File: src/rtl/imu_burst_reader_if.sv
// Signal bundle between the IMU burst reader, its host controller and the SPI byte engine.
interface imu_burst_reader_if #(parameter int NUM_AXES = 3);
   logic                    start;
   logic                    interrupt;
   logic                    end_transmission;
   logic                    chip_select;
   logic [7:0]              received_data;
   logic                    begin_transmission;
   logic [7:0]              send_data;
   logic                    done_init;
   logic                    done_read;
   logic [16*NUM_AXES-1:0]  axis_data;
   logic                    overrun;

   modport master (
      input  start, interrupt, end_transmission, chip_select, received_data,
      output begin_transmission, send_data, done_init, done_read, axis_data, overrun
   );

   modport slave (
      output start, interrupt, end_transmission, chip_select, received_data,
      input  begin_transmission, send_data, done_init, done_read, axis_data, overrun
   );
endinterface

File: src/rtl/imu_burst_reader.sv
// IMU sequencer: writes a register init table, then performs interrupt-driven burst reads.
// Defining IMU_SAMPLE_COUNT_EN adds a wrapping 16-bit sample_count output.
module imu_burst_reader #(
   parameter int            NUM_AXES   = 3,
   parameter int            INIT_LEN   = 4,
   parameter logic [127:0]  INIT_TABLE = 128'h0000_0000_0000_0000_2402_2330_2208_200F,
   parameter logic [7:0]    READ_ADDR  = 8'hE8,
   parameter bit            BIG_ENDIAN = 1'b0
) (
   input  logic              clk,
   input  logic              rst,
   imu_burst_reader_if.master bus
`ifdef IMU_SAMPLE_COUNT_EN
   ,
   output logic [15:0]       sample_count
`endif
);

   // state     | meaning
   // IDLE      | bus idle, results cleared, waiting for start
   // INIT_LOAD | pick next init entry or finish init
   // SEND_ADDR | frame open, shifting address / command byte
   // SEND_DATA | shifting init data byte
   // READ_BYTE | shifting dummy bytes, capturing sensor bytes
   // LATCH     | burst result published, done_read pulse
   // WAIT_CS   | frame closed, waiting for byte engine to release CS
   // RUN       | idle between bursts, waiting for data-ready

   localparam int NBYTES = 2 * NUM_AXES;
   localparam int AW     = 16 * NUM_AXES;

   typedef enum logic [2:0] {
      IDLE, INIT_LOAD, SEND_ADDR, SEND_DATA, READ_BYTE, LATCH, WAIT_CS, RUN
   } state_t;

   state_t              state, state_n;
   logic [3:0]          idx, idx_n;
   logic [2:0]          slot, slot_n;
   logic                rd_frame, rd_frame_n;
   logic [8*NBYTES-1:0] byte_buf, byte_buf_n;
   logic [AW-1:0]       axis_q, axis_n;
   logic                done_init_q, done_init_n;
   logic                pending, pending_n;
   logic                overrun_q, overrun_n;
   logic                int_q;
   logic                bt, dr;
   logic [7:0]          sd;
   logic [15:0]         entry;
   logic                irq_edge, read_busy, last_slot;

   assign entry     = INIT_TABLE[16*idx[2:0] +: 16];
   assign irq_edge  = bus.interrupt & ~int_q;
   assign read_busy = rd_frame & ((state == SEND_ADDR) || (state == READ_BYTE) ||
                                  (state == LATCH) || (state == WAIT_CS));
   assign last_slot = (slot == 3'(NBYTES - 1));

   function automatic logic [AW-1:0] assemble(input logic [8*NBYTES-1:0] b);
      logic [AW-1:0] r;
      r = '0;
      for (int k = 0; k < NUM_AXES; k++)
         r[16*k +: 16] = BIG_ENDIAN ? {b[16*k +: 8], b[16*k+8 +: 8]} : b[16*k +: 16];
      return r;
   endfunction

   always_ff @(posedge clk or posedge rst) begin
      if (rst) begin
         state       <= IDLE;
         idx         <= '0;
         slot        <= '0;
         rd_frame    <= 1'b0;
         byte_buf    <= '0;
         axis_q      <= '0;
         done_init_q <= 1'b0;
         pending     <= 1'b0;
         overrun_q   <= 1'b0;
         int_q       <= 1'b0;
      end else begin
         state       <= state_n;
         idx         <= idx_n;
         slot        <= slot_n;
         rd_frame    <= rd_frame_n;
         byte_buf    <= byte_buf_n;
         axis_q      <= axis_n;
         done_init_q <= done_init_n;
         pending     <= pending_n;
         overrun_q   <= overrun_n;
         int_q       <= bus.interrupt;
      end
   end

   always_comb begin
      state_n     = state;
      idx_n       = idx;
      slot_n      = slot;
      rd_frame_n  = rd_frame;
      byte_buf_n  = byte_buf;
      axis_n      = axis_q;
      done_init_n = done_init_q;
      pending_n   = pending;
      overrun_n   = overrun_q;
      bt          = 1'b0;
      dr          = 1'b0;
      sd          = 8'h00;

      // Only one burst is ever owed; a second edge before it is served is an overrun.
      if (irq_edge) begin
         pending_n = 1'b1;
         if (pending || read_busy)
            overrun_n = 1'b1;
      end

      case (state)
         IDLE: begin
            idx_n       = '0;
            slot_n      = '0;
            done_init_n = 1'b0;
            axis_n      = '0;
            overrun_n   = 1'b0;
            pending_n   = 1'b0;
            if (bus.start)
               state_n = INIT_LOAD;
         end
         INIT_LOAD: begin
            if (!bus.start) begin
               state_n = IDLE;
            end else if (idx == 4'(INIT_LEN)) begin
               done_init_n = 1'b1;
               state_n     = RUN;
               if (bus.interrupt)
                  pending_n = 1'b1;
            end else begin
               rd_frame_n = 1'b0;
               state_n    = SEND_ADDR;
            end
         end
         SEND_ADDR: begin
            bt = 1'b1;
            sd = rd_frame ? READ_ADDR : entry[15:8];
            if (bus.end_transmission) begin
               slot_n  = '0;
               state_n = rd_frame ? READ_BYTE : SEND_DATA;
            end
         end
         SEND_DATA: begin
            bt = 1'b1;
            sd = entry[7:0];
            if (bus.end_transmission)
               state_n = WAIT_CS;
         end
         READ_BYTE: begin
            bt = 1'b1;
            if (bus.end_transmission) begin
               for (int b = 0; b < NBYTES; b++)
                  if (slot == 3'(b))
                     byte_buf_n[8*b +: 8] = bus.received_data;
               if (last_slot) begin
                  axis_n  = assemble(byte_buf_n);
                  slot_n  = '0;
                  state_n = LATCH;
               end else begin
                  slot_n = slot + 3'd1;
               end
            end
         end
         LATCH: begin
            dr      = 1'b1;
            state_n = WAIT_CS;
         end
         WAIT_CS: begin
            if (bus.chip_select) begin
               if (!bus.start)
                  state_n = IDLE;
               else if (rd_frame)
                  state_n = RUN;
               else begin
                  idx_n   = idx + 4'd1;
                  state_n = INIT_LOAD;
               end
            end
         end
         RUN: begin
            if (!bus.start) begin
               state_n = IDLE;
            end else if (pending) begin
               sd         = READ_ADDR;
               pending_n  = irq_edge;
               rd_frame_n = 1'b1;
               state_n    = SEND_ADDR;
            end
         end
         default: state_n = IDLE;
      endcase
   end

   assign bus.begin_transmission = bt;
   assign bus.send_data          = sd;
   assign bus.done_init          = done_init_q;
   assign bus.done_read          = dr;
   assign bus.axis_data          = axis_q;
   assign bus.overrun            = overrun_q;

`ifdef IMU_SAMPLE_COUNT_EN
   logic [15:0] sample_cnt;

   always_ff @(posedge clk or posedge rst) begin
      if (rst)
         sample_cnt <= '0;
      else if (state == IDLE)
         sample_cnt <= '0;
      else if (dr)
         sample_cnt <= sample_cnt + 16'd1;
   end

   assign sample_count = sample_cnt;
`endif

endmodule
File: src/flat_wrapper.sv
// flat-port wrapper written by rule: the top's interface ports become plain ports
module imu_burst_reader_flat 
#(
   parameter int            NUM_AXES   = 3,
   parameter int            INIT_LEN   = 4,
   parameter logic [127:0]  INIT_TABLE = 128'h0000_0000_0000_0000_2402_2330_2208_200F,
   parameter logic [7:0]    READ_ADDR  = 8'hE8,
   parameter bit            BIG_ENDIAN = 1'b0
)
  (clk, rst, bus_start, bus_interrupt, bus_end_transmission, bus_chip_select, bus_received_data, bus_begin_transmission, bus_send_data, bus_done_init, bus_done_read, bus_axis_data, bus_overrun);
  imu_burst_reader_if #(.NUM_AXES(NUM_AXES)) bus_i ();
  input  logic clk;
  input  logic rst;
  input wire logic [$bits(bus_i.start)-1:0] bus_start;
  input wire logic [$bits(bus_i.interrupt)-1:0] bus_interrupt;
  input wire logic [$bits(bus_i.end_transmission)-1:0] bus_end_transmission;
  input wire logic [$bits(bus_i.chip_select)-1:0] bus_chip_select;
  input wire logic [$bits(bus_i.received_data)-1:0] bus_received_data;
  output wire logic [$bits(bus_i.begin_transmission)-1:0] bus_begin_transmission;
  output wire logic [$bits(bus_i.send_data)-1:0] bus_send_data;
  output wire logic [$bits(bus_i.done_init)-1:0] bus_done_init;
  output wire logic [$bits(bus_i.done_read)-1:0] bus_done_read;
  output wire logic [$bits(bus_i.axis_data)-1:0] bus_axis_data;
  output wire logic [$bits(bus_i.overrun)-1:0] bus_overrun;
  assign bus_i.start = bus_start;
  assign bus_i.interrupt = bus_interrupt;
  assign bus_i.end_transmission = bus_end_transmission;
  assign bus_i.chip_select = bus_chip_select;
  assign bus_i.received_data = bus_received_data;
  assign bus_begin_transmission = bus_i.begin_transmission;
  assign bus_send_data = bus_i.send_data;
  assign bus_done_init = bus_i.done_init;
  assign bus_done_read = bus_i.done_read;
  assign bus_axis_data = bus_i.axis_data;
  assign bus_overrun = bus_i.overrun;
  imu_burst_reader #(.NUM_AXES(NUM_AXES), .INIT_LEN(INIT_LEN), .INIT_TABLE(INIT_TABLE), .READ_ADDR(READ_ADDR), .BIG_ENDIAN(BIG_ENDIAN)) u_core (.clk(clk), .rst(rst), .bus(bus_i));
endmodule
File: config.mk
export PLATFORM = sky130hd
export DESIGN_NAME = imu_burst_reader_flat
export DESIGN_NICKNAME = d
export VERILOG_FILES = /design/src/rtl/imu_burst_reader_if.sv /design/src/rtl/imu_burst_reader.sv /design/src/flat_wrapper.sv
export SDC_FILE = /design/constraint.sdc
export NUM_CORES = 1
export LEC_CHECK = 0
export BUFFER_PORTS_ARGS = -buffer_cell sky130_fd_sc_hd__buf_2
export CAP_MARGIN = 5
export CORE_ASPECT_RATIO = 0.5
export CORE_MARGIN = 2
export CORE_UTILIZATION = 50
export CTS_BUF_LIST = sky130_fd_sc_hd__clkbuf_4
export DETAILED_ROUTE_END_ITERATION = 12
export PLACE_DENSITY_LB_ADDON = 0.08
export SYNTH_ARGS = -nofsm -noshare
export SYNTH_HDL_FRONTEND = slang
export SYNTH_SLANG_ARGS = --single-unit
File: constraint.sdc
create_clock -name clk -period 5.2 [get_ports clk]
set_clock_uncertainty 0.15 [all_clocks]
set_input_delay 1.04 -clock clk [delete_from_list [all_inputs] [get_ports clk]]
set_output_delay 1.04 -clock clk [all_outputs]
set_load 0.01 [all_outputs]
==> results.rst <==
.. list-table::
   :header-rows: 1

   * - Metric
     - Value
   * - Outcome
     - finished clean
   * - Post-layout minimum cycle time
     - approximately 3.2 ns
   * - Cell types occupying the most area after synthesis
     - sky130_fd_sc_hd__dfrtp_1 58%, sky130_fd_sc_hd__a22o_1 7.9%, sky130_fd_sc_hd__mux2_4 5.4%, sky130_fd_sc_hd__mux2_2 4.8%, sky130_fd_sc_hd__mux2i_1 2.7%
   * - Placement Setup Slack
     - about 2.1 ns
   * - Mean instance size in the synthesized netlist
     - 12.68 µm²
   * - Die height
     - slightly above 70 µm
   * - Count of buffers added by post-CTS timing repair for setup
     - 0
   * - Clk sinks
     - about 100
   * - Number of DRC markers in iteration 0
     - 233
   * - Async set-reset flop share out of synthesis
     - between 90% and 100%
   * - Area of the die
     - approximately 9700 µm²
   * - Slew at the pin closest to its max-slew limit
     - 0.9529 ns
   * - Post-detailed-route wirelength per cell
     - 17.74 µm
   * - Main synth FF type
     - sky130_fd_sc_hd__dfrtp_1
   * - Cell type with the highest aggregate area in the netlist
     - sky130_fd_sc_hd__dfrtp_1
   * - Setup violation total in the final timing report
     - 0
   * - Worst Path Buf+Inv
     - 1
   * - Endpoint required time on the critical path
     - ~4 ns
   * - Mapped Nets
     - 370
   * - Most frequently used cell type in the post-synthesis netlist
     - sky130_fd_sc_hd__dfrtp_1
   * - Layout overhead on the synthesized area
     - 13.27%
   * - Largest voltage drop on the vdd net
     - between 0.2 and 0.25 mV
   * - Synth Warn #
     - 0
   * - Portion of synthesized cell area occupied by the leading cell type
     - between 50 and 60%
   * - Sequential-to-total area share from yosys stat
     - between 50% and 60%
   * - Final hold slack
     - roughly 0.35 ns
   * - Initial cell density of the core
     - 51.28%
   * - Final core area utilization
     - 58.09%
   * - CTS Root Buffer Type
     - sky130_fd_sc_hd__clkbuf_4
   * - Combined area of all synthesized cells
     - 4451 µm²
   * - Drc violations
     - 0
   * - Critical path peak fanout
     - 26
   * - Number of max-slew violations in the final report
     - 0
   * - Sum of negative setup slack
     - 0 ns
   * - Number of input and output port buffers inserted
     - between 70 and 80
   * - Cells resized by post-CTS repair
     - 0
   * - Wire length of the first global-routing pass
     - 15150 µm
   * - Headroom to the max-slew limit
     - 36.47%
   * - All-layer global routing usage
     - 20.51%
   * - Max-capacitance violation count
     - 0
   * - Pin count of the biggest net entering global routing
     - 80
   * - Critical path, cell by cell
     - nor2_1 > nand2_1 > nand2_1 > buf_2
   * - Cell with the biggest individual delay on the critical path
     - sky130_fd_sc_hd__dfrtp_1
   * - Family with the most delay on the worst path
     - simple AND/OR/NAND/NOR gates
   * - Largest stage delay on the critical path
     - about 0.67 ns
   * - Number of antenna diodes
     - 0
   * - Critical path class
     - flop to output pin
   * - Launching element type of the critical path
     - flop
   * - Number of standard cells after synthesis
     - around 350
   * - Antenna viol nets, final
     - 0
   * - Critical path endpoint category
     - output pin
   * - Horizontal die dimension
     - ~140 µm
   * - Via count of the first global-routing pass
     - roughly 3000
   * - Arrival time at the worst endpoint
     - around 2.0 ns
   * - TritonCTS clock tree
     - built
   * - Final HPWL DP
     - between 6000 and 7000 µm
   * - Final weighted congestion in routability-driven placement
     - ~0.87
   * - Post-Route WL
     - 9506 µm
   * - FP Rows
     - 24
   * - Top cell types by occurrence after synthesis
     - 103 x sky130_fd_sc_hd__dfrtp_1, 40 x sky130_fd_sc_hd__a22o_1, 22 x sky130_fd_sc_hd__nand2_1
   * - Area of the core
     - around 8700 µm²
   * - Count of TritonRoute iterations in the first routing pass
     - 4
   * - Share of the clock period used by the worst path
     - roughly 62%
   * - Synthesized flop and latch total
     - approximately 100
   * - Power density over the cells
     - 387.7 nW/µm²
   * - Fmax
     - between 300 and 400 MHz
   * - Layout net count
     - 433
   * - Routed via count divided by cell count
     - about 5.6
   * - Distinct cell type count after synthesis
     - between 40 and 50
   * - Number of clock buffers inserted by TritonCTS
     - 9
   * - Clock Pin Slew Worst Setup and Hold Paths
     - ~0.15 ns
   * - Number of antenna violations at the first check in global routing
     - 0
   * - Lkg Pwr
     - about 2.6 nW
   * - Boundary Pins
     - 74
   * - Final hold vios
     - 0
   * - Unrepaired setup endpoints after global routing
     - false
   * - Clock insertion delay at the later pin of the skew report
     - around 0.43 ns
   * - Vias
     - a little over 3000
   * - Most Frequent Cell on Critical Path
     - sky130_fd_sc_hd__nand2_1
   * - Total gr overflow
     - 0
   * - EDFF count, synth
     - 0
   * - Max H-tree Level
     - 3
   * - Min setup slack post-route
     - roughly 2 ns
   * - Fraction of final layout cells with drive strength greater than 1
     - a little under a third
   * - Filler cells
     - between 700 and 800
   * - CTS hold repair buffers
     - 0
   * - Worst-case clock buffer depth
     - 2
   * - Min-delay worst type
     - flop to flop
-- layout by cell type, fill, tap and decap left out, types with 3 or more instances in the layout --
master                     instances
sky130_fd_sc_hd__dfrtp_1         103
sky130_fd_sc_hd__buf_2            73
sky130_fd_sc_hd__a22o_1           40
sky130_fd_sc_hd__nand2_1          22
sky130_fd_sc_hd__nor2_1           19
sky130_fd_sc_hd__mux2_2           19
sky130_fd_sc_hd__o21ai_0          16
sky130_fd_sc_hd__mux2_4           16
sky130_fd_sc_hd__mux2i_1          12
sky130_fd_sc_hd__clkbuf_4         10
sky130_fd_sc_hd__inv_1             9
sky130_fd_sc_hd__mux2_1            8
sky130_fd_sc_hd__nand3_1           6
sky130_fd_sc_hd__nor2b_1           5
sky130_fd_sc_hd__ha_1              5
sky130_fd_sc_hd__and3_1            4
sky130_fd_sc_hd__a21oi_1           4
sky130_fd_sc_hd__and2_1            3
sky130_fd_sc_hd__nand4_1           3
sky130_fd_sc_hd__buf_4             3
-- power by group --
part	switching (mW)	leakage, nW	internal [mW]
Sequential	0.126	1.40	0.894
Clock	0.266	0.0795	0.160
Combinational	0.272	1.11	0.237
-- path summary, 6_finish.rpt --
path	from	endpoint	slack, ns	cells after the start
worst max-delay path	u_core.state[0]$_DFFE_PP0P_	bus_begin_transmission	2.00	4
worst min-delay path	u_core.bus.axis_data[27]$_DFFE_PP0P_	u_core.bus.axis_data[27]$_DFFE_PP0P_	0.35	2
worst max register to register	u_core.state[2]$_DFFE_PP0P_	u_core.byte_buf[18]$_DFFE_PP0P_	2.76	4
worst min register to register	u_core.bus.axis_data[27]$_DFFE_PP0P_	u_core.bus.axis_data[27]$_DFFE_PP0P_	0.35	2
max in group asynchronous	rst	u_core.bus.axis_data[1]$_DFFE_PP0P_	3.38	3
min in group asynchronous	rst	u_core.bus.axis_data[0]$_DFFE_PP0P_	0.62	2
-- area by class of cell --
cell class	instances	area, µm²	share of cell area (%)
clock buffer	10	75.07	1.489
clock inverter	6	75.07	1.489
inverter	10	40.04	0.7942
multi-input combinational	214	1739	34.50
sequential	103	2577	51.13
tap	117	146.4	2.904
timing repair buffer	76	387.9	7.694
-- layer usage --
layer | share of wire (%) | track usage (%)
met4 | 0.99 | 6.644
met3 | 4.4 | 4.444
met5 | 0 | 0
met2 | 47 | 32.23
met1 | 48 | 28.78
-- registers in the layout (all words and copies together) (netlist names) --
name / cells
u_core.pending: 1
u_core.idx: 4
u_core.state: 3
u_core.bus.overrun: 1
u_core.rd_frame: 1
u_core.byte_buf: 40
u_core.bus.axis_data: 48
u_core.slot: 3
u_core.bus.done_init: 1
u_core.int_q: 1
-- worst min-delay path: stages, from the launching register on --
cell,delay [ns]
sky130_fd_sc_hd__dfrtp_1,0.37
sky130_fd_sc_hd__nand2_1,0.05
sky130_fd_sc_hd__o21ai_0,0.06
-- kinds of logic (layout without fill, tap and decap cells) --
group,count (synthesis),after routing,share of synthesized area (%)
AO/OA/AOI/OAI,79,79,13.33
multiplexers,55,55,14.93
XOR/XNOR,1,1,0.1968
buffers and inverters,34,102,3.261
flip-flops,103,103,57.91
AND/OR/NAND/NOR,74,74,8.968
adder cells (fa/ha/maj),5,5,1.406
-- stage by stage --
step	area, µm²	instances	power, mW
final	5041	536	1.955
after global routing	5041	536	2.073
after CTS	5041	536	1.973
after detailed placement	4891	520	1.542
after global placement	4891	520	1.524
after floorplan	4451	351	1.399
Power figures use the tool's default switching activity.
